### config.mk
export PLATFORM = sky130hd
export DESIGN_NAME = mem_arbiter
export DESIGN_NICKNAME = d
export VERILOG_FILES = /design/src/rtl/brisc_pkg.sv /design/src/rtl/arb_wait_timer.sv /design/src/rtl/mem_arbiter.sv
export SDC_FILE = /design/constraint.sdc
export NUM_CORES = 1
export LEC_CHECK = 0
export ABC_AREA = 1
export CORE_AREA = 8 8 148 150
export DETAILED_ROUTE_END_ITERATION = 10
export DIE_AREA = 0 0 156 158
export PLACE_DENSITY_LB_ADDON = 0.1
export SLEW_MARGIN = 10
export SYNTH_ARGS = -nofsm -noshare
export SYNTH_HDL_FRONTEND = slang
export SYNTH_SLANG_ARGS = --single-unit
### constraint.sdc
create_clock -name clk -period 3.38 [get_ports clk]
set_clock_uncertainty 0.05 [all_clocks]
set_input_delay 0.845 -clock clk [delete_from_list [all_inputs] [get_ports clk]]
set_output_delay 0.845 -clock clk [all_outputs]
set_load 0.02 [all_outputs]
### src/rtl/brisc_pkg.sv
// Shared memory-interface types for the cache/memory path, plus the
// arbiter state encoding and its default timeout.
package brisc_pkg;

  localparam int ADDR_W = 32;
  localparam int DATA_W = 32;

  // Default number of owned cycles without mem_resp.ready before forced release.
  localparam int ARB_TIMEOUT_DEFAULT = 64;

  typedef struct packed {
    logic              valid;
    logic              rw;     // 1 = write (dirty write-back), 0 = read (line fill)
    logic [ADDR_W-1:0] addr;
    logic [DATA_W-1:0] data;
  } mem_req_t;

  typedef struct packed {
    logic              ready;  // one-cycle completion pulse
    logic [ADDR_W-1:0] addr;
    logic [DATA_W-1:0] data;
  } mem_resp_t;

  // One-hot owner encoding so each grant is a single state bit.
  typedef enum logic [1:0] {
    IDLE  = 2'b00,
    OWN_I = 2'b01,
    OWN_D = 2'b10
  } arb_state_e;

endpackage

### src/rtl/arb_wait_timer.sv
// Saturating wait counter for the memory arbiter. Counts cycles while
// enabled, clears on request, and flags expiry at LIMIT-1.
module arb_wait_timer #(
  parameter int LIMIT = 64
) (
  input  logic clk,
  input  logic reset,
  input  logic clr,
  input  logic en,
  output logic expire
);

  localparam int              CNT_W   = (LIMIT > 2) ? $clog2(LIMIT) : 1;
  localparam logic [CNT_W-1:0] CNT_MAX = CNT_W'(LIMIT - 1);

  logic [CNT_W-1:0] count_r;

  // Count enabled cycles; clear has priority; hold at the terminal value.
  always_ff @(posedge clk) begin
    if (reset) begin
      count_r <= '0;
    end else if (clr) begin
      count_r <= '0;
    end else if (en && (count_r != CNT_MAX)) begin
      count_r <= count_r + CNT_W'(1);
    end else begin
      count_r <= count_r;
    end
  end

  assign expire = en && (count_r == CNT_MAX);

endmodule

### src/rtl/mem_arbiter.sv
// Memory-port arbiter between icache and dcache. One cache owns the port for
// a whole miss sequence (optional write-back, then fill). Ownership ends on
// fill completion, requester drop, or timeout (which sets sticky timeout_err).
// Build option: define MEM_ARB_RR_EN for round-robin tie-breaking; otherwise
// fixed priority with dcache ahead of icache.
import brisc_pkg::*;

module mem_arbiter #(
  parameter int TIMEOUT_CYCLES = ARB_TIMEOUT_DEFAULT
) (
  input  logic      clk,
  input  logic      reset,
  input  mem_req_t  icache_req,
  input  mem_req_t  dcache_req,
  input  mem_resp_t mem_resp,
  output logic      icache_grant,
  output logic      dcache_grant,
  output mem_resp_t icache_resp,
  output mem_resp_t dcache_resp,
  output mem_req_t  mem_req,
  output logic      timeout_err
);

  arb_state_e state_r;
  arb_state_e state_nxt_s;
  mem_req_t   owner_req_s;
  logic       own_s;
  logic       pick_d_s;
  logic       expire_s;
  logic       timer_clr_s;
  logic       timeout_set_s;
  logic       timeout_err_r;

`ifdef MEM_ARB_RR_EN
  logic       last_d_r;   // 1 = dcache was the last cache granted
`endif

  assign own_s = (state_r == OWN_I) || (state_r == OWN_D);

  // Pick the winner among valid requesters; only used from IDLE.
  always_comb begin
    pick_d_s = 1'b0;
    if (icache_req.valid && dcache_req.valid) begin
`ifdef MEM_ARB_RR_EN
      pick_d_s = ~last_d_r;
`else
      pick_d_s = 1'b1;
`endif
    end else if (dcache_req.valid) begin
      pick_d_s = 1'b1;
    end else begin
      pick_d_s = 1'b0;
    end
  end

  // Select the owner's request; nothing is forwarded without an owner.
  always_comb begin
    owner_req_s = '0;
    case (state_r)
      OWN_I:   owner_req_s = icache_req;
      OWN_D:   owner_req_s = dcache_req;
      default: owner_req_s = '0;
    endcase
  end

  // Next-state: grant from IDLE, release on drop / fill done / timeout.
  always_comb begin
    state_nxt_s   = state_r;
    timeout_set_s = 1'b0;
    case (state_r)
      IDLE: begin
        if (icache_req.valid || dcache_req.valid) begin
          state_nxt_s = pick_d_s ? OWN_D : OWN_I;
        end else begin
          state_nxt_s = IDLE;
        end
      end
      OWN_I, OWN_D: begin
        if (!owner_req_s.valid) begin
          state_nxt_s = IDLE;
        end else if (mem_resp.ready) begin
          // A completed write-back keeps ownership for the fill read.
          state_nxt_s = owner_req_s.rw ? state_r : IDLE;
        end else if (expire_s) begin
          state_nxt_s   = IDLE;
          timeout_set_s = 1'b1;
        end else begin
          state_nxt_s = state_r;
        end
      end
      default: begin
        state_nxt_s = IDLE;
      end
    endcase
  end

  // Restart the wait count whenever not owned, on a response, or on release.
  always_comb begin
    timer_clr_s = 1'b0;
    if (!own_s || mem_resp.ready || (state_nxt_s == IDLE)) begin
      timer_clr_s = 1'b1;
    end else begin
      timer_clr_s = 1'b0;
    end
  end

  arb_wait_timer #(
    .LIMIT (TIMEOUT_CYCLES)
  ) u_wait_timer (
    .clk    (clk),
    .reset  (reset),
    .clr    (timer_clr_s),
    .en     (own_s),
    .expire (expire_s)
  );

  // Ownership state register.
  always_ff @(posedge clk) begin
    if (reset) begin
      state_r <= IDLE;
    end else begin
      state_r <= state_nxt_s;
    end
  end

  // Sticky timeout flag, cleared only by reset.
  always_ff @(posedge clk) begin
    if (reset) begin
      timeout_err_r <= 1'b0;
    end else if (timeout_set_s) begin
      timeout_err_r <= 1'b1;
    end else begin
      timeout_err_r <= timeout_err_r;
    end
  end

`ifdef MEM_ARB_RR_EN
  // Remember the last owner so the other cache wins the next tie; after
  // reset icache is favoured.
  always_ff @(posedge clk) begin
    if (reset) begin
      last_d_r <= 1'b1;
    end else if ((state_r == IDLE) && (state_nxt_s != IDLE)) begin
      last_d_r <= pick_d_s;
    end else begin
      last_d_r <= last_d_r;
    end
  end
`endif

  assign icache_grant = (state_r == OWN_I);
  assign dcache_grant = (state_r == OWN_D);
  assign mem_req      = owner_req_s;
  assign timeout_err  = timeout_err_r;

  // Route the response; ready reaches only the owner and never during reset.
  always_comb begin
    icache_resp       = mem_resp;
    dcache_resp       = mem_resp;
    icache_resp.ready = mem_resp.ready & icache_grant & ~reset;
    dcache_resp.ready = mem_resp.ready & dcache_grant & ~reset;
  end

endmodule

-- After elaboration in Yosys (flattened, before gate mapping)
Cells that the tools add are included.
- bits in registers: 9
- input port bits: 199
- output and inout bits: 199
- word-level logic and storage cells: 40
- $add $sub $neg: 1
- eq/ne operators: 4
- mux-type cells: 15
- bitwise gates (word level): 5
- reductions and logical operators: 12
- operator list (cell ; number):
    66-bit one-hot mux with 2 select lines ; 1
    2-bit 2-to-1 mux ; 6
    1-bit 2-to-1 mux ; 7
    6-bit by 1-bit adder with 6-bit output (second input constant) ; 1
    6-bit equality test (second input constant) ; 1
    6-bit != test (second input constant) ; 1
    1-bit AND ; 4
    2-bit logical NOT ; 2
    1-bit logical OR ; 4
    2-bit one-hot mux with 2 select lines ; 1
    2-bit OR reduction ; 2
    1-bit logical AND ; 3
    2-bit by 1-bit equality test with 1-bit output (second input constant) ; 1
    2-bit equality test (second input constant) ; 1
    1-bit logical NOT ; 1
    1-bit inverter ; 1

-- Logic depth before layout (Yosys ltp)
Gate-level depths: netlist of run 1.
- depth after elaboration: 11
- mapped depth: 12
- mapped depth without buffers: 12

-- Modules after synthesis
From an unflattened synthesis of run 1, not the netlist that was laid out.
- cells, all modules: 440
- area total of the unflattened synthesis: 2493.6 sq um
- modules (own cells, without submodules) (module ; instances ; cells each ; area each (sq um)):
    mem_arbiter ; 1 ; 389 ; 2155.8
    arb_wait_timer ; 1 ; 51 ; 337.8

-- Least setup slack after synthesis of run 1
Ideal clock, no wire load.
- kind: reg-to-output
- start point: register state_r[1]
- end point: output port mem_req[10] (netlist name)
- data arrival time: 1548 ps
- path slack: 937 ps
- stages on the path, launching flop included: 7
- path buffers: 2
- path through: dfxtp_1 -> inv_1 -> ha_1 -> buf_2 -> buf_2 -> nand2_1 -> a21oi_1
- RTL lines (element ; RTL line ; source):
    start: declaration ; mem_arbiter.sv:24 ; arb_state_e state_r;
    start signal: assignment ; mem_arbiter.sv:122 ; state_r <= state_nxt_s;
    end: declaration ; mem_arbiter.sv:20 ; output mem_req_t mem_req,

==> results list, run 1 <==
* Detailed Route Iter0 Violations: 109
- Horizontal extent of the die: approximately 160 um
* Terminus of the critical flop-to-flop path: u_wait_timer.count_r[0]
* Library cell contributing the largest single delay on the critical path: sky130_fd_sc_hd__clkdlybuf4s50_1
- Number of primary I/O pins: roughly 400
* Setup crit end: mem_req[45]
- Average cell area after synthesis: 5.65 um2
- For this run, the register share of the synthesized area comes to 7.45%.
- Type of the most critical hold path: register to register
- Total of warnings raised by yosys: 0
* Clock buffers created by TritonCTS: 3
- In this run the power spent charging and discharging nets is 0.209 mW.
- After technology mapping, the gate count stands at around 430.
- Final standard cell area without fillers: 3930 um2
- Most frequent cell after synthesis: sky130_fd_sc_hd__nand2_1
* Most used flip-flop cell after synthesis: sky130_fd_sc_hd__dfxtp_1
* Total wirelength of the detailed-routed design: 12.7 mm
- Core Region: just under 20,000 um2
- Proportion of synthesized flip-flops having asynchronous set or reset: 0%
- The initial antenna violation count came to 0.
- P per Cell Area: 175 nW/um2
- Once detail routing completed, the nets flagged for antenna violations numbered 0.
* Number of enable-type register cells in the synthesized netlist: 0
- Number of vias in the routed layout: 2,709
- Clk root buf: sky130_fd_sc_hd__clkbuf_16
- STA puts the critical path data arrival time at 2.30 ns.
* Via count of the first global-routing pass: 2,801
- Post-layout minimum cycle time: approximately 3.2 ns
- For the final routed database, the setup TNS stands at 0 ns.
* Post-detailed-route DRC marker count: 0
- Unrepaired setup endpoints after global routing: no
* Number of inserted filler cells in the final layout: 2,264
* TritonCTS clock tree: built
- The worst setup path is launched from a primary input.
- In the finished design, the share of the clock period the worst path needs comes to 94.5%.
- Sinks on the clock net: 9
- Std-Cell Rows: 52
- Ranked by instance count, the synthesized netlist is headed by sky130_fd_sc_hd__nand2_1, sky130_fd_sc_hd__buf_4, sky130_fd_sc_hd__a21oi_1.
* Wire length of the first global-routing pass: roughly 18 mm
- Clock tree buffer depth: 2
- CP Cell Sequence: clkdlybuf4s50_1 > nand2_1 > a21oi_1 > clkdlybuf4s50_1
* Number of hold-repair buffers added at the cts stage: 0
* Fraction of final layout cells with drive strength greater than 1: 3.03%
- Reg-to-reg critical path startpoint: state_r[0]
- The number of endpoints with negative hold slack in the final report was 0.
- Setup crit end kind: output pin
- The share of total power dissipated in the clock network is 30.7%.
- Post-synth top area share: around two fifths
- The congestion estimate from routability-driven global placement came to about 0.70.
* PostCTS Resize Cnt: 0
- Synth area leader: sky130_fd_sc_hd__buf_4
* Synth-to-layout area growth: 62.6%
* Result of the run: finished clean
- Across every metal layer, demand over resource in global routing totals 9.27%.
- Max-slew violations: 0
- Die Footprint: 24,600 um2
* Worst rel slew slack: 74.6%
- Setup violations remaining at the end of the flow were counted as 0.
- Number of cell instances on the worst register-to-register path: 12
- Counting distinct cell types in the post-synthesis netlist gives 16.
- The most critical setup path has its startpoint at icache_req[45].
- Across the run, the number of max-cap violations was 0.
- Summed over all nets, the half-perimeter wirelength after detailed placement is ~11 mm.
* Critical path type: primary input to output pin
* H-tree depth: 1
- Along the worst path, the maximum fanout reaches 1.
* Post-synthesis register bit count: 9
- Entering global routing, the biggest net connects 53 pins.
* Nets: 700
* Number of nets in the synthesized netlist: 632
* Slew at the pin closest to its max-slew limit: 0.381 ns
* Total iterations of the first detailed-routing run: 5
* Internal: 0.477 mW
- Worst hold-check slack: 0.442 ns
* Leakage Power: between 1 and 1.5 nW
- On the worst path, the slowest cell contributes a delay of 0.68 ns.
- Wire length per cell after detailed routing: 16.6 um
* Ant. Diodes: 0
- Achievable frequency: about 310 MHz
- Average via count per standard cell: 3.54
* Req. time, crit path: 2.48 ns
* Height of the die: 158 um
* Total placed instance area: 3850 um2
- Post-synthesis instance area: between 2000 and 2500 um2
- Worst reg2reg setup slack: 1.50 ns
- Grt total ovfl: 0
- In this run, the combinational gates consume a little over half of the power.
- Clock latency on the worst-skew pair, taken at its later pin, is 0.23 ns.
- CP most frequent cell: sky130_fd_sc_hd__clkdlybuf4s50_1
* Net switching fraction of the power: 30.5%
* Port Buf Inserts: 205
* Initial standard-cell utilization of the core: ~12%
- After clock tree synthesis, the clock-pin slew on the worst setup and hold paths is 0.04 ns.
- IR analysis of the VDD net gives a maximum drop of approximately 0.11 mV.
* Cells taking the most area after synthesis: sky130_fd_sc_hd__buf_4, sky130_fd_sc_hd__nand2_1, sky130_fd_sc_hd__a21oi_1
- Reg power frac: 15.9%
- Setup Fix Bufs, Post-CTS: 0
-- per-stage QoR --
stage / power (mW) / worst slack (ns) / instances / util [%]
3_5_place_dp: 0.482 / 0.211 / 761 / 19.5
5_1_grt: 0.731 / 0.138 / 765 / 19.9
3_3_place_gp: 0.484 / 0.153 / 761 / 19.5
6_report: 0.687 / 0.187 / 765 / 19.9
4_1_cts: 0.699 / 0.196 / 765 / 19.9
2_1_floorplan: 0.454 / 0.937 / 428 / -
-- layer usage --
| layer | part of all wire (%) | track usage (%) | vias up |
|---|---|---|---|
| li1 | - | - | 1329 |
| met1 | 33 | 8.93 | 1138 |
| met2 | 49 | 16.5 | 217 |
| met3 | 15 | 5.41 | 25 |
| met4 | 2.8 | 2.77 | 0 |
| met5 | 0 | 0 | - |
-- cells in the final DEF (no fill, tap or decap), drive strengths merged --
master,count
ha,5
o21ai,1
inv,14
xor2,4
nor3,1
clkdlybuf4s50,205
nand3,3
buf,7
a21oi,64
nand2,159
clkbuf,4
dfxtp,9
nor2,17
nand3b,1
o21ba,1
-- final cells by class --
class                   count  area, um2  share of cell area (%)
clock buffers               4       78.8                    2.00
flip-flops and latches      9        180                    4.58
repair buffers            212       2150                    54.8
inverters                  14       52.6                    1.34
well taps                 270        338                    8.59
multi-input cells         256       1130                    28.7
-- sequential cells by signal (all words and copies together) (netlist names) --
signal                flops
state_r                   2
u_wait_timer.count_r      6
timeout_err               1
-- how the worst min path moves through the flow --
stage / start / to / slack [ns] / depth (start not counted)
3_5_place_dp: timeout_err / timeout_err / 0.42 / 1
3_3_place_gp: timeout_err / timeout_err / 0.42 / 1
6_report: timeout_err / timeout_err / 0.44 / 1
2_1_floorplan: u_wait_timer.count_r[5] / u_wait_timer.count_r[5] / 0.44 / 2
4_1_cts: timeout_err / timeout_err / 0.44 / 1
5_1_grt: timeout_err / timeout_err / 0.47 / 1
-- power groups by stage --
stage	Combinational [mW]	Clock, mW	Sequential [mW]
CTS	0.374	0.215	0.109
detailed placement	0.371	0	0.111
global route	0.399	0.223	0.110
floorplan	0.344	0	0.111
global placement	0.373	0	0.111
finish	0.366	0.211	0.109
-- kinds of logic (layout without fill, tap and decap cells) --
group,count (synthesis),after routing,synth area share [%]
compound gates,66,66,13.9
xor+xnor,4,4,1.45
fa+ha+maj,5,5,2.59
buf+inv,163,230,46.1
flops,9,9,7.45
simple gates,181,181,28.6
-- worst max-delay path: cells and delay by family --
family | cells | cell delay, ns
simple gates | 1 | 0.05
buf+inv | 2 | 1.14
compound gates | 1 | 0.26
Power figures use the tool's default switching activity.
==> run 2: changes to the inputs <==
--- a/config.mk
+++ b/config.mk
@@ -7,10 +7,11 @@
 export LEC_CHECK = 0
 export ABC_AREA = 1
 export CORE_AREA = 8 8 148 150
+export CTS_CLUSTER_SIZE = 12
 export DETAILED_ROUTE_END_ITERATION = 10
 export DIE_AREA = 0 0 156 158
 export PLACE_DENSITY_LB_ADDON = 0.1
-export SLEW_MARGIN = 10
+export SLEW_MARGIN = 20
 export SYNTH_ARGS = -nofsm -noshare
 export SYNTH_HDL_FRONTEND = slang
 export SYNTH_SLANG_ARGS = --single-unit
==> results of run 2 <==
Final layout, timing and power as in run 1 (identical DEF).
==> variant (flow settings as in run 2) <==
Set the package constant `ADDR_W` to 28 (it was 32).
--- a/src/rtl/brisc_pkg.sv
+++ b/src/rtl/brisc_pkg.sv
@@ -2,7 +2,7 @@
 // arbiter state encoding and its default timeout.
 package brisc_pkg;
 
-  localparam int ADDR_W = 32;
+  localparam int ADDR_W = 28;
   localparam int DATA_W = 32;
 
   // Default number of owned cycles without mem_resp.ready before forced release.
Interface: changed (6 resized); port bits go from 398 to 374. The function was not compared with the original's and may differ.
==> variant against run 2 <==
- wire length down 2.4%
- area after synthesis down 5.2%
- global-route usage down 0.29 points
- sequential share of layout area up 0.24 points
- power down 3.8%
- cell area down 4.9%
- worst hold slack about the same
- largest cell class unchanged
- sequential cell count unchanged
- highest routed layer unchanged
- worst setup slack better by 13 ps
==> variant: results (changes against run 2) <==
Global route
  • Met2 layer usage reported by global route: 17.3% (was 16.5%)
  • Pin count of the biggest net entering global routing: 35 (was 53)
  • Met1 routing resource usage after global routing: 8.59% (was 8.93%)
  • Via count of the first global-routing pass: 2676 (was 2801)
  • Global-route wire length before repair: 17100 um (was 17800 um)
  • M3 GR Usage: 4.20% (was 5.41%)

Detailed routing
  • Via count: 2557 (was 2709)
  • Initial DRC count: 57 (was 109)
  • Iteration count of the initial detailed-routing pass: 4 (was 5)
  • Post-DR wirelength/cell: 16.7 um (was 16.6 um)
  • Amount of wire on met3 after detailed routing: 1560 um (was 1930 um)
  • Met2 layer wire length in the routed design: 6530 um (was 6160 um)
  • M1 wire length: 4110 um (was 4220 um)

Yosys
  • Adder-cell share of the synthesized area: 2.73% (was 2.59%)
  • Xor/xnor cell area share of the yosys netlist: 1.53% (was 1.45%)
  • Nets in the synthesized netlist: 599 (was 632)
  • Fraction of synthesis flops using an asynchronous set or reset pin: 0% (unchanged)
  • Compound-cell area share of the yosys netlist: 13.8% (was 13.9%)
  • Main area contributors after synthesis: sky130_fd_sc_hd__buf_4 40%, sky130_fd_sc_hd__nand2_1 24%, sky130_fd_sc_hd__a21oi_1 13% (was sky130_fd_sc_hd__buf_4 40%, sky130_fd_sc_hd__nand2_1 25%, sky130_fd_sc_hd__a21oi_1 13%)
  • Mapped Cells: 407 (was 428)
  • Sequential cell area fraction in the yosys report: 7.86% (was 7.45%)
  • Cell types with the highest counts after synthesis: 149 x sky130_fd_sc_hd__nand2_1, 122 x sky130_fd_sc_hd__buf_4, 60 x sky130_fd_sc_hd__a21oi_1, 18 x sky130_fd_sc_hd__clkbuf_1, 17 x sky130_fd_sc_hd__nor2_1 (was 158 x sky130_fd_sc_hd__nand2_1, 128 x sky130_fd_sc_hd__buf_4, 64 x sky130_fd_sc_hd__a21oi_1, 18 x sky130_fd_sc_hd__buf_2, 17 x sky130_fd_sc_hd__nor2_1)

Worst setup path
  • Arrival time reported for the critical path endpoint: 2280 ps (was 2300 ps)
  • Source of the worst register-to-register timing path: state_r[0] (unchanged)
  • Worst reg-to-reg setup slack: 1360 ps (was 1500 ps)

Min path
  • Hold Path Cell Cnt: 1 (unchanged)
  • Min-Delay Startpoint: timeout_err (unchanged)
  • Endpoint, Worst Hold: timeout_err (unchanged)

Placement
  • Placement Setup Slack: 189 ps (was 211 ps)
  • Post-detail-place hpwl: 10300 um (was 10600 um)
  • Count of input and output buffers: 193 (was 205)
  • Weighted congestion reported at the end of routability-driven placement: 0.761 (was 0.702)

Outcome
  • Outcome: finished, final reports clean (unchanged)

Pwr
  • Static Leakage: 1.22 nW (was 1.28 nW)
  • Clock power frac: 31.7% (was 30.7%)
  • Maximum vdd drop: 0.164 mV (was 0.112 mV)
  • Share of total power in combinational logic: 51.8% (was 53.4%)

Cells and area
  • Final instance count without filler cells: 741 (was 765)
  • Final #Nets: 664 (was 700)
  • Share of layout cells above drive strength 1: 3.40% (was 3.03%)

Timing
  • Slew at the pin closest to its max-slew limit: 397 ps (was 381 ps)

Clock tree
  • CTS Buf Count: 3 (unchanged)
==> variant: stage by stage <==
stage	cell area, um^2	hold slack, ps
final	3740	442
after global routing	3740	470
after CTS	3740	448
after detailed placement	3660	426
after global placement	3660	423
after floorplan	2290	445
==> variant: how the worst max path moves through the flow <==
stage | slack [ps] | to | from
floorplan | 920 | mem_req[0] | state_r[1]
global placement | 180 | mem_req[35] | icache_req[35]
detailed placement | 190 | mem_req[35] | icache_req[35]
CTS | 180 | mem_req[35] | state_r[0]
global route | 90 | mem_req[35] | state_r[1]
finish | 200 | mem_req[35] | icache_req[35]
==> variant: cell type report <==
cell class                 instances  area [um^2]
sequential                         9          180
tap                              270          338
clock buffer                       4         78.8
timing repair buffer             200         2010
multi-input combinational        244         1080
inverter                          14         52.6
fill                            2281        16000
==> variant: critical path, stage by stage <==
cell	delay, ps
sky130_fd_sc_hd__clkdlybuf4s50_1	460
sky130_fd_sc_hd__nand2_1	50
sky130_fd_sc_hd__a21oi_1	260
sky130_fd_sc_hd__clkdlybuf4s50_1	670
